File: src/rtl/pixel_bit_collector.sv
// Packs a serial bit stream MSB-first into pixel words and buffers them in a FWFT FIFO.
// Optional sticky overflow/underflow status ports are enabled by defining COLLECTOR_STATUS_EN.
module pixel_bit_collector #(
  parameter int BITS_PER_PIXEL = 4,
  parameter int FIFO_DEPTH     = 8
) (
  input  logic                          clk,
  input  logic                          reset,
  input  logic                          valid_bit,
  input  logic                          output_bit,
  input  logic                          frame_start,
  input  logic                          pixel_ready,
  output logic                          pixel_valid,
  output logic [BITS_PER_PIXEL-1:0]     pixel_data,
  output logic                          fifo_full,
  output logic [$clog2(FIFO_DEPTH):0]   level
`ifdef COLLECTOR_STATUS_EN
  ,
  output logic                          overflow_flag,
  output logic                          underflow_flag
`endif
);

  localparam int AW = $clog2(FIFO_DEPTH);
  localparam int LW = AW + 1;
  localparam int CW = $clog2(BITS_PER_PIXEL);

  logic [CW-1:0]             bit_count;
  logic [BITS_PER_PIXEL-2:0] shreg;
  logic [BITS_PER_PIXEL-1:0] word_next;
  logic [BITS_PER_PIXEL-1:0] mem [FIFO_DEPTH];
  logic [AW-1:0]             wr_ptr;
  logic [AW-1:0]             rd_ptr;

  logic last_bit;
  logic push_cand;
  logic pop;
  logic push;
  logic not_empty;

  assign word_next = {shreg, output_bit};
  assign last_bit  = (bit_count == CW'(BITS_PER_PIXEL - 1));
  assign push_cand = valid_bit && last_bit;
  assign not_empty = (level != '0);
  assign fifo_full = (level == LW'(FIFO_DEPTH));
  // A pop frees a slot in the same cycle, so a full FIFO still accepts a word when popped.
  assign pop  = pixel_ready && not_empty;
  assign push = push_cand && (!fifo_full || pop);

  assign pixel_valid = not_empty;
  assign pixel_data  = not_empty ? mem[rd_ptr] : '0;

  always_ff @(posedge clk) begin
    if (reset || frame_start) begin
      bit_count <= '0;
      shreg     <= '0;
    end else if (valid_bit) begin
      shreg     <= word_next[BITS_PER_PIXEL-2:0];
      bit_count <= last_bit ? '0 : bit_count + CW'(1);
    end
  end

  always_ff @(posedge clk) begin
    if (reset || frame_start) begin
      wr_ptr <= '0;
      rd_ptr <= '0;
      level  <= '0;
    end else begin
      if (push) wr_ptr <= wr_ptr + AW'(1);
      if (pop)  rd_ptr <= rd_ptr + AW'(1);
      if (push && !pop)      level <= level + LW'(1);
      else if (pop && !push) level <= level - LW'(1);
    end
  end

  // Storage is deliberately not cleared; the level gate hides stale entries.
  always_ff @(posedge clk) begin
    if (push && !reset && !frame_start) mem[wr_ptr] <= word_next;
  end

`ifdef COLLECTOR_STATUS_EN
  always_ff @(posedge clk) begin
    if (reset || frame_start) begin
      overflow_flag  <= 1'b0;
      underflow_flag <= 1'b0;
    end else begin
      if (push_cand && !push)         overflow_flag  <= 1'b1;
      if (pixel_ready && !not_empty)  underflow_flag <= 1'b1;
    end
  end
`endif

endmodule

File: config.mk
export PLATFORM = sky130hd
export DESIGN_NAME = pixel_bit_collector
export DESIGN_NICKNAME = d
export VERILOG_FILES = /design/src/rtl/pixel_bit_collector.sv
export SDC_FILE = /design/constraint.sdc
export NUM_CORES = 1
export LEC_CHECK = 0
export CAP_MARGIN = 20
export CORE_MARGIN = 2
export CORE_UTILIZATION = 55
export DETAILED_ROUTE_END_ITERATION = 10
export PLACE_DENSITY = 0.76
export SYNTH_ARGS = -nofsm -noshare
export SYNTH_HDL_FRONTEND = slang
export SYNTH_SLANG_ARGS = --single-unit
File: constraint.sdc
create_clock -name clk -period 3.1 [get_ports clk]
set_clock_uncertainty 0.2 [all_clocks]
set_input_delay 0.465 -clock clk [delete_from_list [all_inputs] [get_ports clk]]
set_output_delay 0.465 -clock clk [all_outputs]
set_load 0.005 [all_outputs]
# Word level (Yosys, flattened, before mapping)
# Memories as Yosys holds them, arrays and structs flattened. A register that Yosys moved wholly into a read port is not among the register bits.
# Cells that the tools add are included.
classes:
  addsub: 5
  n_eq_ne: 2
  muxes: 8
  reduce_logical: 16
ops:
  columns: ["operator", "count"]
  rows:
  - ["4-bit 2-to-1 mux", 3]
  - ["1-bit logical AND", 7]
  - ["3-bit by 1-bit adder with 3-bit output, second input constant", 2]
  - ["3-bit 2-to-1 mux", 2]
  - ["1-bit logical NOT", 5]
  - ["4-bit by 1-bit adder with 4-bit output, second input constant", 1]
  - ["4-bit equality test, second input constant", 1]
  - ["4-bit nonzero test", 1]
  - ["4-bit by 1-bit subtractor with 4-bit output, second input constant", 1]
  - ["2-bit by 1-bit adder with 2-bit output, second input constant", 1]
  - ["2-bit equality test, second input constant", 1]
  - ["1-bit logical OR", 2]
  - ["1-bit 2-to-1 mux", 2]
  - ["2-bit 2-to-1 mux", 1]
  - ["2-bit nonzero test", 1]
word_totals:
  ff_bits: 15
  ramBits: 32
  in_bits: 6
  out_inout_bits: 10
  memories: 1
memory_table:
  columns: ["name", "words", "word_bits", "read_ports", "rd_ports_with_merged_regs", "wr", "line", "source"]
  rows:
  - ["mem", 8, 4, 1, 1, 1, "31", "logic [BITS_PER_PIXEL-1:0] mem [FIFO_DEPTH];"]

# Depth between registers and ports, before layout
depth:
  depth_word: 8
  ltp_mapped: 10
  depth_no_buf: 10

# Worst setup path before layout
# OpenSTA, ideal clock, no wires.
synth_path:
  path_kind: "register to register"
  from: "register level[0]"
  to: "register level[3]"
  setup_time_ps: 58
  arrival_ps: 2399
  slack_ps: 442
  stages_incl_launch_ff: 11
  n_path_buf: 0
  path_cell_list: "dfxtp_1 -> or4b_4 -> o211ai_4 -> inv_2 -> ha_1 -> inv_1 -> ha_1 -> a21oi_1 -> nand3_1 -> a211oi_1 -> a31o_1"
synth_between:
  elab_chain_cells: 7
  elab_cells_between_ends: 15
  classes_between: "add/sub (2); eq/ne (1); mux (2); reduce/logical (10)"
synth_lines:
  columns: ["element", "line", "source"]
  rows:
  - ["from (decl)", "16", "output logic [$clog2(FIFO_DEPTH):0] level"]
  - ["from (signal assigned)", "71", "if (push && !pop) level <= level + LW'(1);"]
  - ["from (signal assigned)", "72", "else if (pop && !push) level <= level - LW'(1);"]
  - ["parallel branches: the longest is 7 deep, another holds 4-bit by 1-bit subtractor with 4-bit output", null, null]
# Parallel ways; which one is timed is not known. The select of a mux whose other input is x is not followed.
# A chain may end at the register's enable or synchronous reset.

# Worst setup path after layout
# Ends and elaborated chain as after synthesis.

==> flow_summary.ini <==
[run_status]
status = finished, final reports clean

[layout]
nFillCells = 271
antenna_cells = 0
nets = 183
drive_gt1_frac = 0.175
post-route-util = 0.664
post-route-cell-area_um2 = 2430
syn_to_final_growth_pct = 16.1
final_common_cell = edfxtp_1
mostFrequentLayoutCells = edfxtp_1 (32), nor2_1 (24), dfxtp_1 (17), clkdlybuf4s50_1 (15), mux2i_1 (11)

[critical_path]
worst_ep_arrival_time_ns = 3.00
critPathLaunchType = register
path_class = register to register
path_common_cell = ha_1
cp-end-kind = register
slowest_stage = or4b_4
path_max_fanout = 6
crit_path_max_incr_delay_ns = 0.60
cp_num_buf_inv = 2
critical_path_required_ns = 3.14
crit_chain = or4b_4 -> o211ai_4 -> inv_2 -> ha_1 -> inv_1 -> ha_1 -> a21oi_1 -> nand3_1 -> a211oi_1 -> a31o_1
cp_top_family = compound AO/OA/AOI/OAI gates

[cts]
cts_max_path_buffers = 2
cts_tree = done
path_clk_slew_ns = 0.08
numCtsBuffers = 5
h-tree-depth = 2
clk-insertion-delay-late_ns = 0.29
cts_root_buf = clkbuf_8
cts_sinks = 50

[yosys]
synth_nets = 162
synth_seq_cells = 50
synthCells = 149
yosys.area.top_type_share = 0.459
synthTopCellsByArea = edfxtp_1 (46%), dfxtp_1 (17%), mux4_2 (8.6%)
ys_seq_area_frac = 0.631
ys_warn_count = 0
synth_top_area_cell = edfxtp_1
synth_cell_types = 31
syn-cell-area_um2 = 2090
syn_area_per_cell_um2 = 14.0

[die]
io_pins = 16
die-area_um2 = 4320
core_um2 = 3660
num_rows = 22
initial_utilization = 0.572
die-height_um = 65.7
die_w_um = 65.7

[power]
p_sw_frac = 0.185
finalPower_mw = 1.17
pwr-share-seq = 0.601
p_leak_nw = 0.827
internal_power_uw = 957
pwr-share-clk = 0.375
p_switching_uw = 217
p_per_area_nw_per_um2 = 483
ir_worst_vdd_uv = 307
comb_power_share = 0.023

[detailed_routing]
drt.antenna.violating_nets = 0
via_per_inst = 5.47
num_vias = 1198
drc = 0
drtIter0Drc = 47
drt-wirelength-per-cell_um = 16.3
totalWireLength_um = 3570
firstDrtPassIters = 4

[timing]
drv_slew = 0
period_share = 0.953
worstMarginPinSlew_ns = 0.647
fmax_mhz = 339
maxSlewHeadroom = 0.566
final.setup.tns_ns = 0
min_period_ns = 2.95
finalSetupViolCount = 0
rsz0062_at_grt = no
final_hold_viol_count = 0

[grt]
grt_pass1_wl_um = 6000
first_global_vias = 1221
groute.usage.overall = 0.193
grt_max_degree = 16
grt_overflow = 0
antenna_found_initial = 0

[placement]
port_buffers = 15
placed_area_um2 = 2310
gp_congestion = 0.818
hpwl_um = 2600

[hold_path]
hold_path_class = register to register

[flow_run]
cap_violations = 0
final timing paths:
kind | from | endpoint | slack [ns] | cells past startpoint
worst min-delay path | rd_ptr[1]$_SDFFE_PP0N_ | rd_ptr[1]$_SDFFE_PP0N_ | 0.29 | 2
worst max-delay path | level[0]$_SDFFE_PP0P_ | level[3]$_SDFFE_PP0P_ | 0.15 | 10
worst max register to register | level[0]$_SDFFE_PP0P_ | level[3]$_SDFFE_PP0P_ | 0.15 | 10
worst min register to register | rd_ptr[1]$_SDFFE_PP0N_ | rd_ptr[1]$_SDFFE_PP0N_ | 0.29 | 2
layer usage:
metal  track usage  share of wire  vias up
met2         0.328           0.51       30
met1         0.244           0.43      574
met5             0              0        -
met3        0.0462          0.043        6
li1              -              -      588
met4        0.0625          0.016        0
synthesized netlist by cell type:
cell type	instances
dfxtp_1	18
buf_1	1
nor2_2	1
inv_2	2
or4b_4	1
a211o_1	1
a31o_1	1
fa_1	1
edfxtp_1	32
a21oi_1	4
o2111ai_1	1
nor2_1	24
o211ai_4	1
o21ai_1	1
xnor2_1	1
nand3_1	6
mux2i_1	11
ha_1	6
or3_1	1
nor4_2	1
a211oi_1	1
or2_2	1
xor2_1	3
nor3_1	4
mux4_2	8
buf_2	3
and2_1	1
or2_4	1
nand2_1	6
inv_1	3
clkbuf_1	3
sequential cells by signal (all words and copies together), names as in the netlist, named ones only:
signal     flops
shreg          3
wr_ptr         3
bit_count      2
rd_ptr         3
mem           32
level          4
tightest hold or removal path, cell delays in order (launching register included):
cell and delay [ns]:
dfxtp_1 0.32, nand2_1 0.05, a21oi_1 0.07
stage by stage:
stage | std cells | setup slack [ns] | hold WS [ns]
2_1_floorplan | 149 | 0.442 | 0.254
3_3_place_gp | 210 | 0.294 | 0.272
3_5_place_dp | 210 | 0.136 | 0.283
4_1_cts | 218 | 0.0652 | 0.295
5_1_grt | 219 | 0.0142 | 0.332
6_report | 219 | 0.146 | 0.295
final cells by class:
class | instances | area (um2) | area share
timing repair buffer | 21 | 195 | 0.0803
clock inverter | 2 | 37.5 | 0.0154
sequential | 50 | 1320 | 0.544
tap | 48 | 60.1 | 0.0247
clock buffer | 6 | 72.6 | 0.0299
inverter | 5 | 18.8 | 0.00772
multi-input combinational | 87 | 723 | 0.298
power by group through the flow:
stage	registers [mW]	clock network [mW]	logic [mW]
final	0.706	0.440	0.0274
after floorplan	0.721	0	0.0139
after global placement	0.721	0	0.0266
after global routing	0.706	0.480	0.0297
after CTS	0.706	0.451	0.0277
after detailed placement	0.722	0	0.0274
logic make-up (layout without fill, tap and decap cells):
group	Yosys count	count (layout)	synth area share
DFF	50	50	0.631
and+or+nand+nor	47	47	0.106
muxes	19	19	0.139
buffers and inverters	12	34	0.0233
AOI/OAI and AO/OA	10	10	0.0383
adders and majority gates	7	7	0.0454
xor gates and xnor gates	4	4	0.0167
what timing repair did:
item	CTS	global route
buffers inserted	0	1
gates resized for setup	0	1
setup endpoints to repair	0	2
hold buffers	0	0
No activity file was read; power rests on OpenSTA's default activity.
==> RTL edit 1 (same flow settings) <==
Change the parameter `BITS_PER_PIXEL` from 4 to 8.
--- a/src/rtl/pixel_bit_collector.sv
+++ b/src/rtl/pixel_bit_collector.sv
@@ -3,3 +3,3 @@
 module pixel_bit_collector #(
-  parameter int BITS_PER_PIXEL = 4,
+  parameter int BITS_PER_PIXEL = 8,
   parameter int FIFO_DEPTH     = 8
Ports: changed (resized pixel_data); port bits go from 16 to 20. No check against the original RTL was run, so the function may have changed too.
==> RTL edit 1 against the original RTL <==
Design area is 67% higher. Critical path depth stayed put. Sequential cell count is 37 higher. Routed wire length is 74% higher. Sequential share of layout area is 4.4 points higher. Area after synthesis is 68% higher. Total power is 78% higher. Setup slack better by 0.040 ns. Largest power group unchanged.
==> RTL edit 1: results (changes against the original RTL) <==
| Metric | Value |
|---|---|
| Status | `finished clean` |
| Post-DP Area | `0.003841 mm2 (+66%)` |
| Worst setup EP type | `register` |
| I/O Buffers | `19 (+4)` |
| Met2 Use GR | `0.3135 (-0.01483)` |
| Met1 GRT Util | `0.2607 (+0.01685)` |
| Root buf cell | `clkbuf_8` |
| Detailed placer's ending HPWL | `3852 um (+48%)` |
| Crit-path max cell delay | `0.62 ns (+0.02 ns)` |
| CP max FO | `6 (unchanged)` |
| RR Startpoint | `level[0]` |
| Post-CTS Resized | `0 (unchanged)` |
| Slowest cell on crit path | `or4b_4` |
| Skew-Pair Late Insertion Delay | `0.34 ns (+0.05 ns)` |
| Inst Count DP | `314 (+50%)` |
| Initial antenna violation count | `0 (unchanged)` |
| Asr flop ratio synth | `0 (unchanged)` |
| # diodes | `0 (unchanged)` |
| Top-count cell post-synth | `edfxtp_1` |
| Global-route wire length before repair | `10,090 um (+68%)` |
| Critical path's top delay family | `compound AO/OA/AOI/OAI gates` |
| Sequential area share after synthesis | `0.6793 (+0.04807)` |
| Yosys warns | `0 (unchanged)` |
| FF-to-FF setup slack | `0.19 ns (+0.04 ns)` |
| Layout cell share with drive strength beyond 1 | `0.2016 (+0.02614)` |
| CTS Buf Count | `9 (+4)` |
| Cells after Synth | `216 (+45%)` |
| # nets final | `262 (+43%)` |
| Number of max-cap violations | `0 (unchanged)` |
| Pre-Repair DR Iteration Count | `4 (unchanged)` |
| Gpl congestion | `0.7242 (-12%)` |
| FF-to-FF path depth | `10 (unchanged)` |
| Leakage power figure | `0.001410 uW (+70%)` |
| Net count after synthesis | `230 (+42%)` |
| Yosys cell types | `32 (+3.2%)` |
| Hold depth | `2 (unchanged)` |
| Maximum VDD drop | `0.0002884 V (-6.1%)` |
| CP Launch Type | `register` |
| Largest net degree at the start of global routing | `24 (+8)` |
| Post-synth EDFFs | `64 (+100%)` |
| Top Registers | `mem (64), shreg (7), level (4)` |
| Commonest cells post-synth | `edfxtp_1, nor2_1, dfxtp_1, mux2i_1, mux4_2` |
| Number of H-tree levels | `3 (+1)` |
| Routed wire length | `6202 um (+74%)` |
| # Post-CTS Setup Buffers | `0 (unchanged)` |
| GRT Total Usage | `0.1961 (+0.002702)` |
| Number of global-route vias before repair | `1,952 (+60%)` |
| Layout Cells excl Fill | `330 (+51%)` |
| Via count | `1,865 (+56%)` |
| Worst-Margin Slew | `0.5934 ns (-0.05335 ns)` |
| M3 GR Usage | `0.05341 (+0.007180)` |
| Hold slack | `0.2868 ns (-0.008027 ns)` |
| Worst r2r dst | `level[3]` |
| Worst path arrival time | `3.01 ns (about the same)` |
| Largest cells by area after synthesis | `edfxtp_1, dfxtp_1, mux4_2` |
| Min-delay src | `rd_ptr[1]` |
| Initial DRC count | `125 (+170%)` |
==> RTL edit 1: final cells by class <==
type                    count  area (um2)
fillers                   461        2188
clock inverters             7       87.58
well taps                  77       96.34
flip-flops and latches     87        2382
clock buffers               9       123.9
inverters                   4       15.01
repair buffers             32       287.8
multi-input cells         114        1060
==> RTL edit 1: metal layers <==
layer,part of all wire,wire length [um]
met1,0.42,2607
met2,0.51,3143
met3,0.066,408
met4,0.0069,43
met5,0,0
==> RTL edit 1: how the worst max path moves through the flow <==
stage                          to  slack (ns)
floorplan                level[3]        0.41
global placement         level[3]        0.30
detailed placement       level[3]        0.21
CTS                 pixel_data[4]        0.15
global route             level[3]       0.005
finish                   level[3]        0.19
==> RTL edit 1: tightest hold or removal path: cells and delay by family, from the launching register on <==
kind | cells | cell delay (ns)
AND/OR/NAND/NOR | 1 | 0.05
AO/OA/AOI/OAI | 1 | 0.07
flip-flops | 1 | 0.32
==> RTL edit 1: report_power, final <==
part	switching [uW]	internal, uW	total, uW
sequential	1.93	1240	1240
combinational	16.4	12.2	28.6
clock	376	447	823
==> RTL edit 1: cell families (layout without fill, tap and decap cells) <==
kind of cell,count (synthesis),count (layout),share of synthesized area
and+or+nand+nor,55,55,0.07385
muxes,35,35,0.1570
DFF,87,87,0.6793
AOI/OAI and AO/OA,11,11,0.02818
adders and majority gates,8,8,0.03068
buffers and inverters,15,52,0.01855
xor gates and xnor gates,5,5,0.01249
==> RTL edit 1: per-stage QoR <==
| step | setup WS, ns | power (uW) |
|---|---|---|
| 2_1_floorplan | 0.4090 | 1278 |
| 3_3_place_gp | 0.3048 | 1292 |
| 3_5_place_dp | 0.2149 | 1293 |
| 4_1_cts | 0.1519 | 2102 |
| 5_1_grt | 0.004506 | 2147 |
| 6_report | 0.1859 | 2089 |
==> RTL edit 2 (same flow settings) <==
Made on the original files. Register the output `level` once more, without a reset; this adds one clock of latency there. The other outputs are not delayed to match.
--- a/src/rtl/pixel_bit_collector.sv
+++ b/src/rtl/pixel_bit_collector.sv
@@ -27,2 +27,4 @@
 
+  logic [$clog2(FIFO_DEPTH):0] level_s0;
+
   logic [CW-1:0]             bit_count;
@@ -43,4 +45,4 @@
   assign push_cand = valid_bit && last_bit;
-  assign not_empty = (level != '0);
-  assign fifo_full = (level == LW'(FIFO_DEPTH));
+  assign not_empty = (level_s0 != '0);
+  assign fifo_full = (level_s0 == LW'(FIFO_DEPTH));
   // A pop frees a slot in the same cycle, so a full FIFO still accepts a word when popped.
@@ -66,3 +68,3 @@
       rd_ptr <= '0;
-      level  <= '0;
+      level_s0 <= '0;
     end else begin
@@ -70,4 +72,4 @@
       if (pop)  rd_ptr <= rd_ptr + AW'(1);
-      if (push && !pop)      level <= level + LW'(1);
-      else if (pop && !push) level <= level - LW'(1);
+      if (push && !pop)      level_s0 <= level_s0 + LW'(1);
+      else if (pop && !push) level_s0 <= level_s0 - LW'(1);
     end
@@ -92,2 +94,6 @@
 
+  always_ff @(posedge clk) begin
+    level <= level_s0;
+  end
+
 endmodule
Behaviour: not the same (Yosys sat finds a counterexample within 10 cycles, from zero or initial values).
==> RTL edit 2 against the original RTL <==
Design area rose by 4.6%. Sequential cell count increased by 4. Non-clock buffer count unchanged. Register-to-register slack better by 0.28 ns. Via count is 3.5% higher. First-iteration DRC count fell by 13%. Area after synthesis increased by 5.5%. Setup slack gained 0.074 ns. Routed wire length shrank 1.0%. Sequential power increased by 7.4%. Total power is 5.8% higher.
==> RTL edit 2: results (changes against the original RTL) <==
| Metric | Value |
|---|---|
| Status | `finished clean` |
| Post-place setup slack | `0.1582 ns (+0.02180 ns)` |
| Sequential area share after synthesis | `0.6346 (+0.003359)` |
| Synth Area in Adders | `0.04306 (-0.002368)` |
| Crit-path max cell delay | `0.65 ns (+0.05 ns)` |
| Gpl congestion | `0.7590 (-7.3%)` |
| Mapped Avg Cell Area | `14.25 um2 (+1.4%)` |
| P_clk | `456 uW (+4%)` |
| Number of fill cells | `281 (+3.7%)` |
| Complex-gate fraction of the synthesized area | `0.03286 (-0.005393)` |
| XOR/XNOR Fraction of Synth Area | `0.01926 (+0.002527)` |
| Met2 Use GR | `0.3069 (-0.02135)` |
| Top Registers | `mem (32), level (4), level_s0 (4)` |
| Largest cells by area after synthesis | `edfxtp_1, dfxtp_1, mux4_2` |
| Metal3 WL | `112 um (-27%)` |
| Initial DRC count | `41 (-13%)` |
| DR WL/cell | `15.64 um (-4.1%)` |
| Detailed placer's ending HPWL | `2567 um (-1.1%)` |
| Met2 wire length | `1846 um (+1.9%)` |
| Layout Cells excl Fill | `226 (+3.2%)` |
| Via count | `1,240 (+3.5%)` |
| # nets final | `188 (+2.7%)` |
| Global-route wire length before repair | `5616 um (-6.3%)` |
| Worst path arrival time | `2.22 ns (-0.78 ns)` |
| Layout cell share with drive strength beyond 1 | `0.1761 (+0.0006978)` |
| Yosys cell types | `33 (+6.5%)` |
| Inst Count DP | `218 (+3.8%)` |
## RTL edit 2: per-stage QoR
step                      power [uW]  area, um2
after floorplan                787.9       2208
after global placement         801.6       2431
after detailed placement       802.7       2431
after CTS                       1250       2541
after global routing            1275       2541
final                           1242       2541
## RTL edit 2: layout make-up
type	count	area, um2	share of cell area
Timing Repair Buffer	21	195.2	0.07681
Sequential cell	54	1401	0.5515
Clock inverter	2	37.54	0.01477
Tap cell	50	62.56	0.02462
Multi-Input combinational cell	88	753.2	0.2964
Clock buffer	6	72.57	0.02856
Inverter	5	18.77	0.007386
## RTL edit 2: path summary, 6_finish.rpt
check	start	end	slack [ns]	cells past startpoint
worst max-delay path	register	pixel_data[1]	0.22	4
worst min-delay path	level_s0[2]	level[2]	0.23	0
worst max register to register	level_s0[0]	level_s0[3]	0.43	10
worst min register to register	level_s0[2]	level[2]	0.23	0
## RTL edit 2: worst max-delay path, delay by kind of cell (launching register included)
family        cells  cell delay, ns
flops             1            0.65
buf+inv           1            0.43
mux               2            0.77
simple gates      1            0.06
